--- config.mk ---
export PLATFORM = sky130hd
export DESIGN_NAME = decoder_scan_n
export DESIGN_NICKNAME = d
export VERILOG_FILES = /design/src/rtl/decoder_scan_pkg.sv /design/src/rtl/decoder_scan_n_onehot_dec.sv /design/src/rtl/decoder_scan_n.sv
export SDC_FILE = /design/constraint.sdc
export NUM_CORES = 1
export LEC_CHECK = 0
export CORE_MARGIN = 5
export CORE_UTILIZATION = 35
export DETAILED_ROUTE_END_ITERATION = 8
export GPL_TIMING_DRIVEN = 0
export REMOVE_ABC_BUFFERS = 1
export SYNTH_ARGS = -nofsm -noshare
export SYNTH_HDL_FRONTEND = slang
export SYNTH_SLANG_ARGS = --single-unit
--- constraint.sdc ---
create_clock -name clk -period 4.4 [get_ports clk]
set_clock_uncertainty 0.2 [all_clocks]
set_input_delay 1.32 -clock clk [delete_from_list [all_inputs] [get_ports clk]]
set_output_delay 1.32 -clock clk [all_outputs]
set_load 0.03 [all_outputs]
--- src/rtl/decoder_scan_pkg.sv ---
// -----------------------------------------------------------------------------
// decoder_scan_pkg
//   Shared definitions for decoder_scan_n: the external mode encoding on the
//   'mode' port, the internal FSM state set, and helpers that map between them.
//   No ports (package).
// -----------------------------------------------------------------------------
package decoder_scan_pkg;

    // Encoding of the 2-bit 'mode' input.
    typedef enum logic [1:0] {
        MODE_DIRECT    = 2'b00,
        MODE_SCAN_UP   = 2'b01,
        MODE_SCAN_DOWN = 2'b10,
        MODE_SWEEP     = 2'b11
    } mode_e;

    typedef enum logic [2:0] {
        ST_DIRECT     = 3'd0,
        ST_SCAN_UP    = 3'd1,
        ST_SCAN_DOWN  = 3'd2,
        ST_SWEEP_IDLE = 3'd3,
        ST_SWEEP_RUN  = 3'd4
    } state_e;

    // Mode a state belongs to; a mismatch with the 'mode' input is a mode change.
    function automatic mode_e mode_of_state(input state_e s);
        mode_e m;
        case (s)
            ST_SCAN_UP:                  m = MODE_SCAN_UP;
            ST_SCAN_DOWN:                m = MODE_SCAN_DOWN;
            ST_SWEEP_IDLE, ST_SWEEP_RUN: m = MODE_SWEEP;
            default:                     m = MODE_DIRECT;
        endcase
        return m;
    endfunction

    // State entered when switching into a mode; a sweep always starts out idle.
    function automatic state_e entry_state(input mode_e m);
        state_e s;
        case (m)
            MODE_SCAN_UP:   s = ST_SCAN_UP;
            MODE_SCAN_DOWN: s = ST_SCAN_DOWN;
            MODE_SWEEP:     s = ST_SWEEP_IDLE;
            default:        s = ST_DIRECT;
        endcase
        return s;
    endfunction

endpackage

--- src/rtl/decoder_scan_n_onehot_dec.sv ---
// -----------------------------------------------------------------------------
// onehot_dec
//   Combinational SEL_W-to-2**SEL_W decoder with enable and selectable polarity.
//   Ports:
//     en  in   1               1: drive the addressed line active, 0: all inactive
//     a   in   SEL_W           address
//     y   out  2**SEL_W        decoded lines (one-cold when ACTIVE_LOW != 0)
// -----------------------------------------------------------------------------
module onehot_dec #(
    parameter int SEL_W      = 3,
    parameter int ACTIVE_LOW = 1
) (
    input  logic                  en,
    input  logic [SEL_W-1:0]      a,
    output logic [2**SEL_W-1:0]   y
);

    logic [2**SEL_W-1:0] hot;

    always_comb begin
        // NOTE: every combinational output gets a default first so no path leaves it unassigned (no latch).
        hot = '0;
        if (en) begin
            hot[a] = 1'b1;
        end
    end

    assign y = (ACTIVE_LOW != 0) ? ~hot : hot;

endmodule

--- src/rtl/decoder_scan_n.sv ---
// -----------------------------------------------------------------------------
// decoder_scan_n
//   Registered 74138-style decoder with 74137-style address latch and a scan
//   sequencer (scan up, scan down, one-shot sweep) with per-position dwell.
//   Ports:
//     clk    in   1        rising-edge clock
//     rst    in   1        asynchronous active-high reset
//     g1     in   1        enable, active high
//     g2_n   in   2        enables, active low (any bit high disables)
//     le     in   1        address latch enable (direct mode)
//     sel    in   SEL_W    direct-mode address
//     mode   in   2        00 direct, 01 scan up, 10 scan down, 11 sweep
//     div    in   DIV_W    dwell cycles per position (0 behaves as 1)
//     start  in   1        sweep trigger, honoured only while idle
//     d      out  OUT_N    registered decoded outputs
//     idx    out  SEL_W    currently decoded index
//     valid  out  1        d carries an active selection
//     busy   out  1        sweep in progress
//     wrap   out  1        one-cycle pulse on scan wrap / sweep completion
// -----------------------------------------------------------------------------
module decoder_scan_n
    import decoder_scan_pkg::*;
#(
    parameter int SEL_W      = 3,
    parameter int ACTIVE_LOW = 1,
    parameter int DIV_W      = 8
) (
    input  logic                 clk,
    input  logic                 rst,
    input  logic                 g1,
    input  logic [1:0]           g2_n,
    input  logic                 le,
    input  logic [SEL_W-1:0]     sel,
    input  logic [1:0]           mode,
    input  logic [DIV_W-1:0]     div,
    input  logic                 start,
    output logic [2**SEL_W-1:0]  d,
    output logic [SEL_W-1:0]     idx,
    output logic                 valid,
    output logic                 busy,
    output logic                 wrap
);

    localparam int                OUT_N   = 2**SEL_W;
    localparam logic [SEL_W-1:0]  IDX_MAX = '1;
    localparam logic [OUT_N-1:0]  D_IDLE  = (ACTIVE_LOW != 0) ? '1 : '0;

    state_e             state_q, state_d;
    logic [DIV_W-1:0]   cnt_q, cnt_d;
    logic [SEL_W-1:0]   idx_q, idx_d;
    logic [SEL_W-1:0]   latch_q, latch_d;
    logic               valid_q, valid_d;
    logic               busy_q, busy_d;
    logic               wrap_q, wrap_d;
    logic [OUT_N-1:0]   d_q, dec_y;

    mode_e              mode_in;
    logic               en;
    logic [DIV_W-1:0]   term_cnt;
    logic               term_hit;

    assign mode_in  = mode_e'(mode);
    assign en       = g1 & ~|g2_n;
    // div = 0 dwells one cycle, same as div = 1.
    assign term_cnt = (div == '0) ? '0 : div - DIV_W'(1);
    // '>=' rather than '==' so a div lowered mid-dwell advances on the next edge.
    assign term_hit = (cnt_q >= term_cnt);

    always_comb begin
        state_d = state_q;
        cnt_d   = cnt_q;
        idx_d   = idx_q;
        latch_d = latch_q;
        busy_d  = busy_q;
        wrap_d  = 1'b0;

        if (mode_in != mode_of_state(state_q)) begin
            state_d = entry_state(mode_in);
            cnt_d   = '0;
            busy_d  = 1'b0;
            idx_d   = (state_d == ST_SCAN_DOWN) ? IDX_MAX : '0;
        end else begin
            case (state_q)
                ST_SCAN_UP, ST_SCAN_DOWN, ST_SWEEP_RUN: begin
                    // en low freezes both the dwell counter and the index.
                    if (en) begin
                        if (term_hit) begin
                            cnt_d = '0;
                            if (state_q == ST_SCAN_DOWN) begin
                                idx_d  = idx_q - SEL_W'(1);
                                wrap_d = (idx_q == '0);
                            end else begin
                                idx_d  = idx_q + SEL_W'(1);
                                wrap_d = (idx_q == IDX_MAX);
                                if (state_q == ST_SWEEP_RUN && idx_q == IDX_MAX) begin
                                    state_d = ST_SWEEP_IDLE;
                                    busy_d  = 1'b0;
                                end
                            end
                        end else begin
                            cnt_d = cnt_q + DIV_W'(1);
                        end
                    end
                end
                ST_SWEEP_IDLE: begin
                    if (start) begin
                        state_d = ST_SWEEP_RUN;
                        idx_d   = '0;
                        cnt_d   = '0;
                        busy_d  = 1'b1;
                    end
                end
                default: ;
            endcase
        end

        // Direct mode, including the entry edge: idx always follows the latch,
        // which is transparent to sel while le is high.
        if (state_d == ST_DIRECT) begin
            if (le) begin
                latch_d = sel;
                idx_d   = sel;
            end else begin
                idx_d   = latch_q;
            end
        end

        valid_d = en & (state_d != ST_SWEEP_IDLE);
    end

    // Decoding the next-state index lets d land on the same edge as idx/valid.
    onehot_dec #(
        .SEL_W      (SEL_W),
        .ACTIVE_LOW (ACTIVE_LOW)
    ) u_dec (
        .en (valid_d),
        .a  (idx_d),
        .y  (dec_y)
    );

    always_ff @(posedge clk or posedge rst) begin
        if (rst) begin
            state_q <= ST_DIRECT;
            cnt_q   <= '0;
            idx_q   <= '0;
            latch_q <= '0;
            valid_q <= 1'b0;
            busy_q  <= 1'b0;
            wrap_q  <= 1'b0;
            d_q     <= D_IDLE;
        end else begin
            // NOTE: registers take non-blocking assignments so every flop samples pre-edge values.
            state_q <= state_d;
            cnt_q   <= cnt_d;
            idx_q   <= idx_d;
            latch_q <= latch_d;
            valid_q <= valid_d;
            busy_q  <= busy_d;
            wrap_q  <= wrap_d;
            d_q     <= dec_y;
        end
    end

    assign d     = d_q;
    assign idx   = idx_q;
    assign valid = valid_q;
    assign busy  = busy_q;
    assign wrap  = wrap_q;

endmodule

## Word-level counts from Yosys, hierarchy flattened

Cells that the tools add are included.

| cells by class | value |
|---|---|
| add/subtract/negate cells | 4 |
| multiply operators | 0 |
| div/mod/pow operators | 0 |
| magnitude comparators | 3 |
| equal/unequal tests | 16 |
| shifts and indexed selects | 0 |
| muxes and demuxes | 40 |
| bitwise operators | 3 |
| reductions and logical operators | 12 |

Operator list:

| operator | number |
|---|---|
| 8-bit two-way mux | 6 |
| 3-bit two-way mux | 15 |
| 8-bit one-hot mux with 2 select lines | 1 |
| 3-bit inequality test, second input constant | 5 |
| 1-bit two-way mux | 12 |
| 2-bit one-hot mux with 3 select lines | 2 |
| 3-bit one-hot mux with 2 select lines | 2 |
| 3-bit by 2-bit == test with 1-bit output, second input constant | 3 |
| 8-bit by 1-bit adder with 8-bit output, second input constant | 1 |
| 8-bit >= comparator | 1 |
| 8-bit logical NOT | 1 |
| 8-bit inverter | 1 |
| 8-bit by 1-bit subtractor with 8-bit output, second input constant | 1 |
| 3-bit == test, second input constant | 2 |
| 3-bit logical NOT | 2 |
| 6-bit AND reduction | 1 |
| 2-bit == test, second input constant | 2 |
| 3-bit by 4-bit < comparator with 1-bit output, second input constant | 1 |
| 2-bit OR reduction | 2 |
| 3-bit by 1-bit adder with 3-bit output, second input constant | 1 |
| 1-bit demux with 3-bit select | 1 |
| 3-bit by 1-bit == test with 1-bit output, second input constant | 1 |
| 3-bit by 1-bit >= comparator with 1-bit output, second input constant | 1 |
| 3-bit by 2-bit inequality test with 1-bit output, second input constant | 1 |
| other kinds (10) | 12 |

| storage, ports and cells | value |
|---|---|
| register bits after elaboration | 28 |
| latch bits | 0 |
| bits in writable memories | 0 |
| bits in read-only memories | 0 |
| input port bits | 20 |
| word-level logic and storage cells | 86 |
| memories | 0 |

## Logic depth before layout (Yosys ltp)

| depth | value |
|---|---|
| word-level depth | 16 |
| depth in mapped cells | 16 |

## By module

Synthesis repeated with hierarchy kept, for this count alone.

| second synthesis, totals | value |
|---|---|
| cells, all modules | 229 |
| area total of the unflattened synthesis | 2167.1 µm² |

Modules (own cells, without submodules):

| module | instances | cells each | area an instance (µm²) | seq. area each (µm²) |
|---|---|---|---|---|
| decoder_scan_n | 1 | 221 | 2090.8 | 710.7 |
| onehot_dec | 1 | 8 | 76.3 | 0.0 |

## Worst setup path after synthesis

No wires, ideal clock.

| path | value |
|---|---|
| path type | input to register |
| from | input port div[0] |
| to | register latch_q[0] |
| setup time | 0.125 ns |
| data arrival time | 4.724 ns |
| data required time | 4.075 ns |
| slack | -0.649 ns |
| stages | 15 |
| path buffers | 0 |
| cells stage by stage | inv_1 > ha_1 > nor2b_1 > nand3b_1 > or3_1 > and2_1 > ha_1 > nand2b_1 > a2111o_1 > a31oi_2 > o41a_4 > clkinv_4 > a211oi_4 > and2_4 > mux2_4 |

| on the way | value |
|---|---|
| word-level cells in the longest chain between the ends | 8 |

RTL lines:

| item | line | source |
|---|---|---|
| start: declaration | decoder_scan_n.sv:35 | `input logic [DIV_W-1:0] div,` |
| 8-bit by 1-bit subtractor with 8-bit output or 8-bit logical NOT (tied branches) | decoder_scan_n.sv:65 | `assign term_cnt = (div == '0) ? '0 : div - DIV_W'(1);` |
| 8-bit two-way mux * | decoder_scan_n.sv:65 |  |
| 8-bit >= comparator * | decoder_scan_n.sv:67 | `assign term_hit = (cnt_q >= term_cnt);` |
| 3-bit two-way mux * | decoder_scan_n.sv:87 | `if (term_hit) begin` |
| 3-bit two-way mux * | decoder_scan_n.sv:86 | `if (en) begin` |
| 3-bit one-hot mux with 2 select lines * | decoder_scan_n.sv:83 | `case (state_q)` |
| 3-bit two-way mux * | decoder_scan_n.sv:77 | `if (mode_in != mode_of_state(state_q)) begin` |
| named net state_d[1] | decoder_scan_n.sv:48 | `state_e state_q, state_d;` |
| 3-bit logical NOT * | decoder_scan_n.sv:119 | `if (state_d == ST_DIRECT) begin` |
| end signal: assignment | decoder_scan_n.sv:156 | `latch_q <= latch_d;` |
| end: declaration | decoder_scan_n.sv:51 | `logic [SEL_W-1:0] latch_q, latch_d;` |

Mark *: on every way through the listed nets, which the timed path passes. The rest lies on a longest branch.
A chain may end at the register's enable or synchronous reset.

## Worst setup path after layout

| path | value |
|---|---|
| from | input port div[1] |
| to | register d_q[6], in the netlist d[6] |

| on the way | value |
|---|---|
| word-level cells in the longest chain between the ends | 15 |

RTL lines:

| item | line | source |
|---|---|---|
| 8-bit by 1-bit subtractor with 8-bit output or 8-bit logical NOT (tied branches) | decoder_scan_n.sv:65 |  |
| 8-bit two-way mux * | decoder_scan_n.sv:65 |  |
| 8-bit >= comparator * | decoder_scan_n.sv:67 |  |
| 3-bit two-way mux * | decoder_scan_n.sv:87 |  |
| 3-bit two-way mux * | decoder_scan_n.sv:86 |  |
| 3-bit one-hot mux with 2 select lines * | decoder_scan_n.sv:83 |  |
| 3-bit two-way mux * | decoder_scan_n.sv:77 |  |
| named net state_d[1] | decoder_scan_n.sv:48 |  |
| [... 2 more ...] | - |  |
| named net idx_d[2] | decoder_scan_n.sv:50 | `logic [SEL_W-1:0] idx_q, idx_d;` |
| 3-bit by 4-bit < comparator with 1-bit output (implied by the code) or 3-bit by 1-bit >= comparator with 1-bit output (tied branches) | decoder_scan_n_onehot_dec.sv:24 | `hot[a] = 1'b1;` |
| 1-bit logical AND (implied by the code) | decoder_scan_n_onehot_dec.sv:24 |  |
| 1-bit two-way mux (implied by the code) | decoder_scan_n_onehot_dec.sv:24 |  |
| 1-bit demux with 3-bit select * | - |  |
| 8-bit two-way mux * | decoder_scan_n_onehot_dec.sv:23 | `if (en) begin` |
| 8-bit inverter * | decoder_scan_n_onehot_dec.sv:28 | `assign y = (ACTIVE_LOW != 0) ? ~hot : hot;` |
| named net dec_y[6] | decoder_scan_n.sv:55 | `logic [OUT_N-1:0] d_q, dec_y;` |
| end signal: assignment | decoder_scan_n.sv:160 | `d_q <= dec_y;` |
| end: declaration | decoder_scan_n.sv:55 |  |

Marks and branches as above.

==> flow_summary.toml <==
[cells_and_area]
num-nets-final = 324
seqCellArea_um2 = 711
syn_to_final_growth_pct = 36.0
final_cell_count_no_fill = 367
multi_input_area_um2 = 1540
num_antenna_cells = 0
drive_gt1_frac = 0.274
fill_cells = 568

[clock_tree]
cts_tree = "built"
cts_hold_buf = 0
htree_levels = 1
cts_buffers = 3
worstSkewPairLatency_ns = 0.27
clockBufferDepth = 2
clk_pin_slew_worst_paths_ns = 0.08
root_buffer = "clkbuf_8"
cts_sinks = 28

[detailed_routing]
num_vias = 2004
drc = 0
dr.pass1.iters = 4
drt_iter0_markers = 83
vias_per_cell = 5.46
routed_wl_mm = 5.51
ant_nets = 0
wire_per_inst_um = 15.0

[floorplan]
fp.dieW_um = 89.2
ioPinCount = 34
die_h_um = 89.2
initial_core_util = 0.364
core_area_um2 = 6030
rows = 28
fp.dieArea_um2 = 7950

[logic_synthesis]
netlist_top_cells_area = "dfrtp_1 23%, dfstp_2 9.6%, ha_1 5.7%"
synth_edf_count = 0
synth_cell_type_count = 61
synthCells = 242
synth_mux_area_frac = 0.0661
synth_xor_area_frac = 0.0279
synth_top_area_share = 0.228
synth_seq_cells = 28
yosysWarnings = 0
avgSynthCellArea_um2 = 9.07
synth_compound_area_frac = 0.234
ys.flop_type = "dfrtp_1"
synth_simple_gate_area_frac = 0.230
syn_area_um2 = 2190
synthArstFlopShare = 1.00
synth_area_leader_cell = "dfrtp_1"
synth_top_family_by_area = "compound AO/OA/AOI/OAI gates"
seq_area_frac_synth = 0.324
synthAdderAreaFrac = 0.0661

[power]
comb_power_share = 0.402
p_clk_frac = 0.193
seqPwrFrac = 0.404
p_sw_uw = 283
p_per_area_nw_per_um2 = 270
switching_share = 0.352
intPower_uw = 522
ir_drop_mv = 0.186
leakagePower_nw = 1.20

[timing]
rsz0062_at_grt = "yes"
slew_viol_final = 0
tightest_slew_ns = 1.06
fmax_ghz = 0.221
fin_tns_setup_ns = -1.25
hold_violations = 0
fin_crit_ns = 4.53
finalWorstSetupSlack_ns = -0.128
hold_slack_ns = 0.301
timing.final.crit_share = 1.03
finalSetupViolations = 14
relSlewSlack = 0.295

[worst_setup_path]
reg2reg_to = "d[0]"
crit_buf_inv = 5
cp_top_family = "compound AO/OA/AOI/OAI gates"
crit_path_end_kind = "flip-flop"
required_ns = 4.39
crit_path_max_fanout = 6
critPathMaxStageDelay_ns = 0.42
crit_type = "input port to flip-flop"
worst_r2r_path_depth = 9
cp-start-kind = "input port"
timing.reg2reg.setup_slack_ns = 1.11
cp.arrival_ns = 4.52
r2r-start = "state_q[1]"
slowest_stage = "a2111o_1"
cp_cell_sequence = "buf_8 > inv_6 > ha_4 > nor2b_4 > nand3b_1 > or3_4 > and2_4 > ha_4 > nand2b_4 > a2111o_1 > a31oi_4 > o41a_4 > clkinv_4 > a211oi_4 > buf_6 > mux2i_4 > inv_2 > o211ai_1"
path_common_cell = "ha_4"

[placement]
dp_hpwl_mm = 3.80
port_buffers = 33
dp_cells = 341
routabilityCongestion = 0.814
dpl_worst_slack_ns = -1.50

[global_route]
grt_max_degree = 29
grt_pass1_vias = 1970
grt-ovfl-total = 0
grt_first_pass_wirelength_mm = 9.46
grt_antenna_before_repair = 0
grt_usage = 0.150

[hold_path]
hp-start = "busy"
hold_depth = 2
min_to = "busy"
hp-class = "flip-flop to flip-flop"

[run_status]
status = "complete, but fails checks"
violations = "negative setup slack"

[run]
max-cap-violations = 0
## how the worst max path moves through the flow
| stage | startpoint | endpoint | slack, ns | depth (start not counted) |
|---|---|---|---|---|
| after floorplan | div[0] | latch_q[0] | -0.65 | 15 |
| after global placement | div[0] | latch_q[1] | -1.49 | 16 |
| after detailed placement | div[0] | latch_q[0] | -1.50 | 15 |
| after CTS | div[1] | latch_q[0] | -0.12 | 17 |
| after global routing | div[3] | d[6] | -0.30 | 18 |
| final | div[1] | d[6] | -0.13 | 18 |
## cell type report
class,count,share of cell area
Multi-Input combinational cell,191,0.516
Sequential cell,28,0.238
Timing Repair Buffer,55,0.172
Tap cell,75,0.0314
Inverter,14,0.0243
Clock buffer,4,0.0184
## tightest hold or removal path: stages (launching register included)
cell	delay [ns]
dfrtp_1	0.35
nand2_1	0.05
o21ai_0	0.06
## cells by family (layout without fill, tap and decap cells)
logic type,Yosys count,count (layout)
xor gates and xnor gates,7,7
and+or+nand+nor,91,91
adders and majority gates,11,11
DFF,28,28
AOI/OAI and AO/OA,71,71
muxes,11,11
buffers and inverters,23,73
## layer usage
metal	part of all wire	GRT usage	vias to the layer above
met4	0.0056	0.0338	0
met5	0	0	-
met3	0.038	0.0313	4
met1	0.46	0.210	965
li1	-	-	999
met2	0.50	0.238	36
## metrics by stage
| stage | area (um^2) | total power, mW | util |
|---|---|---|---|
| 2_1_floorplan | 2140 | 0.511 | - |
| 3_3_place_gp | 2570 | 0.599 | 0.426 |
| 3_5_place_dp | 2570 | 0.601 | 0.426 |
| 4_1_cts | 2900 | 0.793 | 0.481 |
| 5_1_grt | 2990 | 0.866 | 0.495 |
| 6_report | 2990 | 0.805 | 0.495 |
## layout by cell type, fill, tap and decap left out, drive strengths merged, types with 5 or more instances in the layout
master	n
o211ai	9
nand3	7
o31ai	6
xnor2	5
clkdlybuf4s50	27
a22o	5
dfstp	8
nor2	13
nand2	18
mux2	6
and2	8
mux2i	5
buf	24
nor3	9
nor2b	8
dfrtp	20
a21oi	12
ha	10
o21ai	16
inv	12
## what timing repair did
item                                    CTS  global route
resized for setup                        48            10
endpoints found under the setup margin   28            18
pin swaps                                12             4
buffers inserted                         18             5
## registers in the layout, indices dropped and copies added, names as in the netlist
signal	flops
busy	1
cnt_q	8
d	8
idx	3
latch_q	3
state_q	3
valid	1
wrap	1
## power groups by stage
| stage | clock [mW] | combinational [mW] | sequential, mW |
|---|---|---|---|
| global placement | 0 | 0.270 | 0.329 |
| floorplan | 0 | 0.171 | 0.340 |
| CTS | 0.163 | 0.305 | 0.325 |
| finish | 0.156 | 0.324 | 0.325 |
| detailed placement | 0 | 0.272 | 0.329 |
| global route | 0.177 | 0.356 | 0.332 |
## synthesized netlist by cell type, types with 3 or more instances
| library cell | count |
|---|---|
| dfrtp_1 | 20 |
| nand2_1 | 18 |
| o21ai_0 | 15 |
| nor2_1 | 13 |
| a21oi_1 | 12 |
| inv_1 | 11 |
| ha_1 | 10 |
| nor3_1 | 9 |
| o211ai_1 | 9 |
| dfstp_2 | 8 |
| nor2b_1 | 8 |
| nand3_1 | 7 |
| clkbuf_1 | 6 |
| o31ai_1 | 6 |
| a22o_1 | 5 |
| and2_1 | 5 |
| xnor2_1 | 5 |
| mux2_4 | 4 |
| mux2i_1 | 4 |
| nand2b_1 | 4 |
| nand3b_1 | 4 |
| nor3b_1 | 4 |
| a211oi_1 | 3 |
| nor4_1 | 3 |
| or2_2 | 3 |
Power figures use the tool's default switching activity.
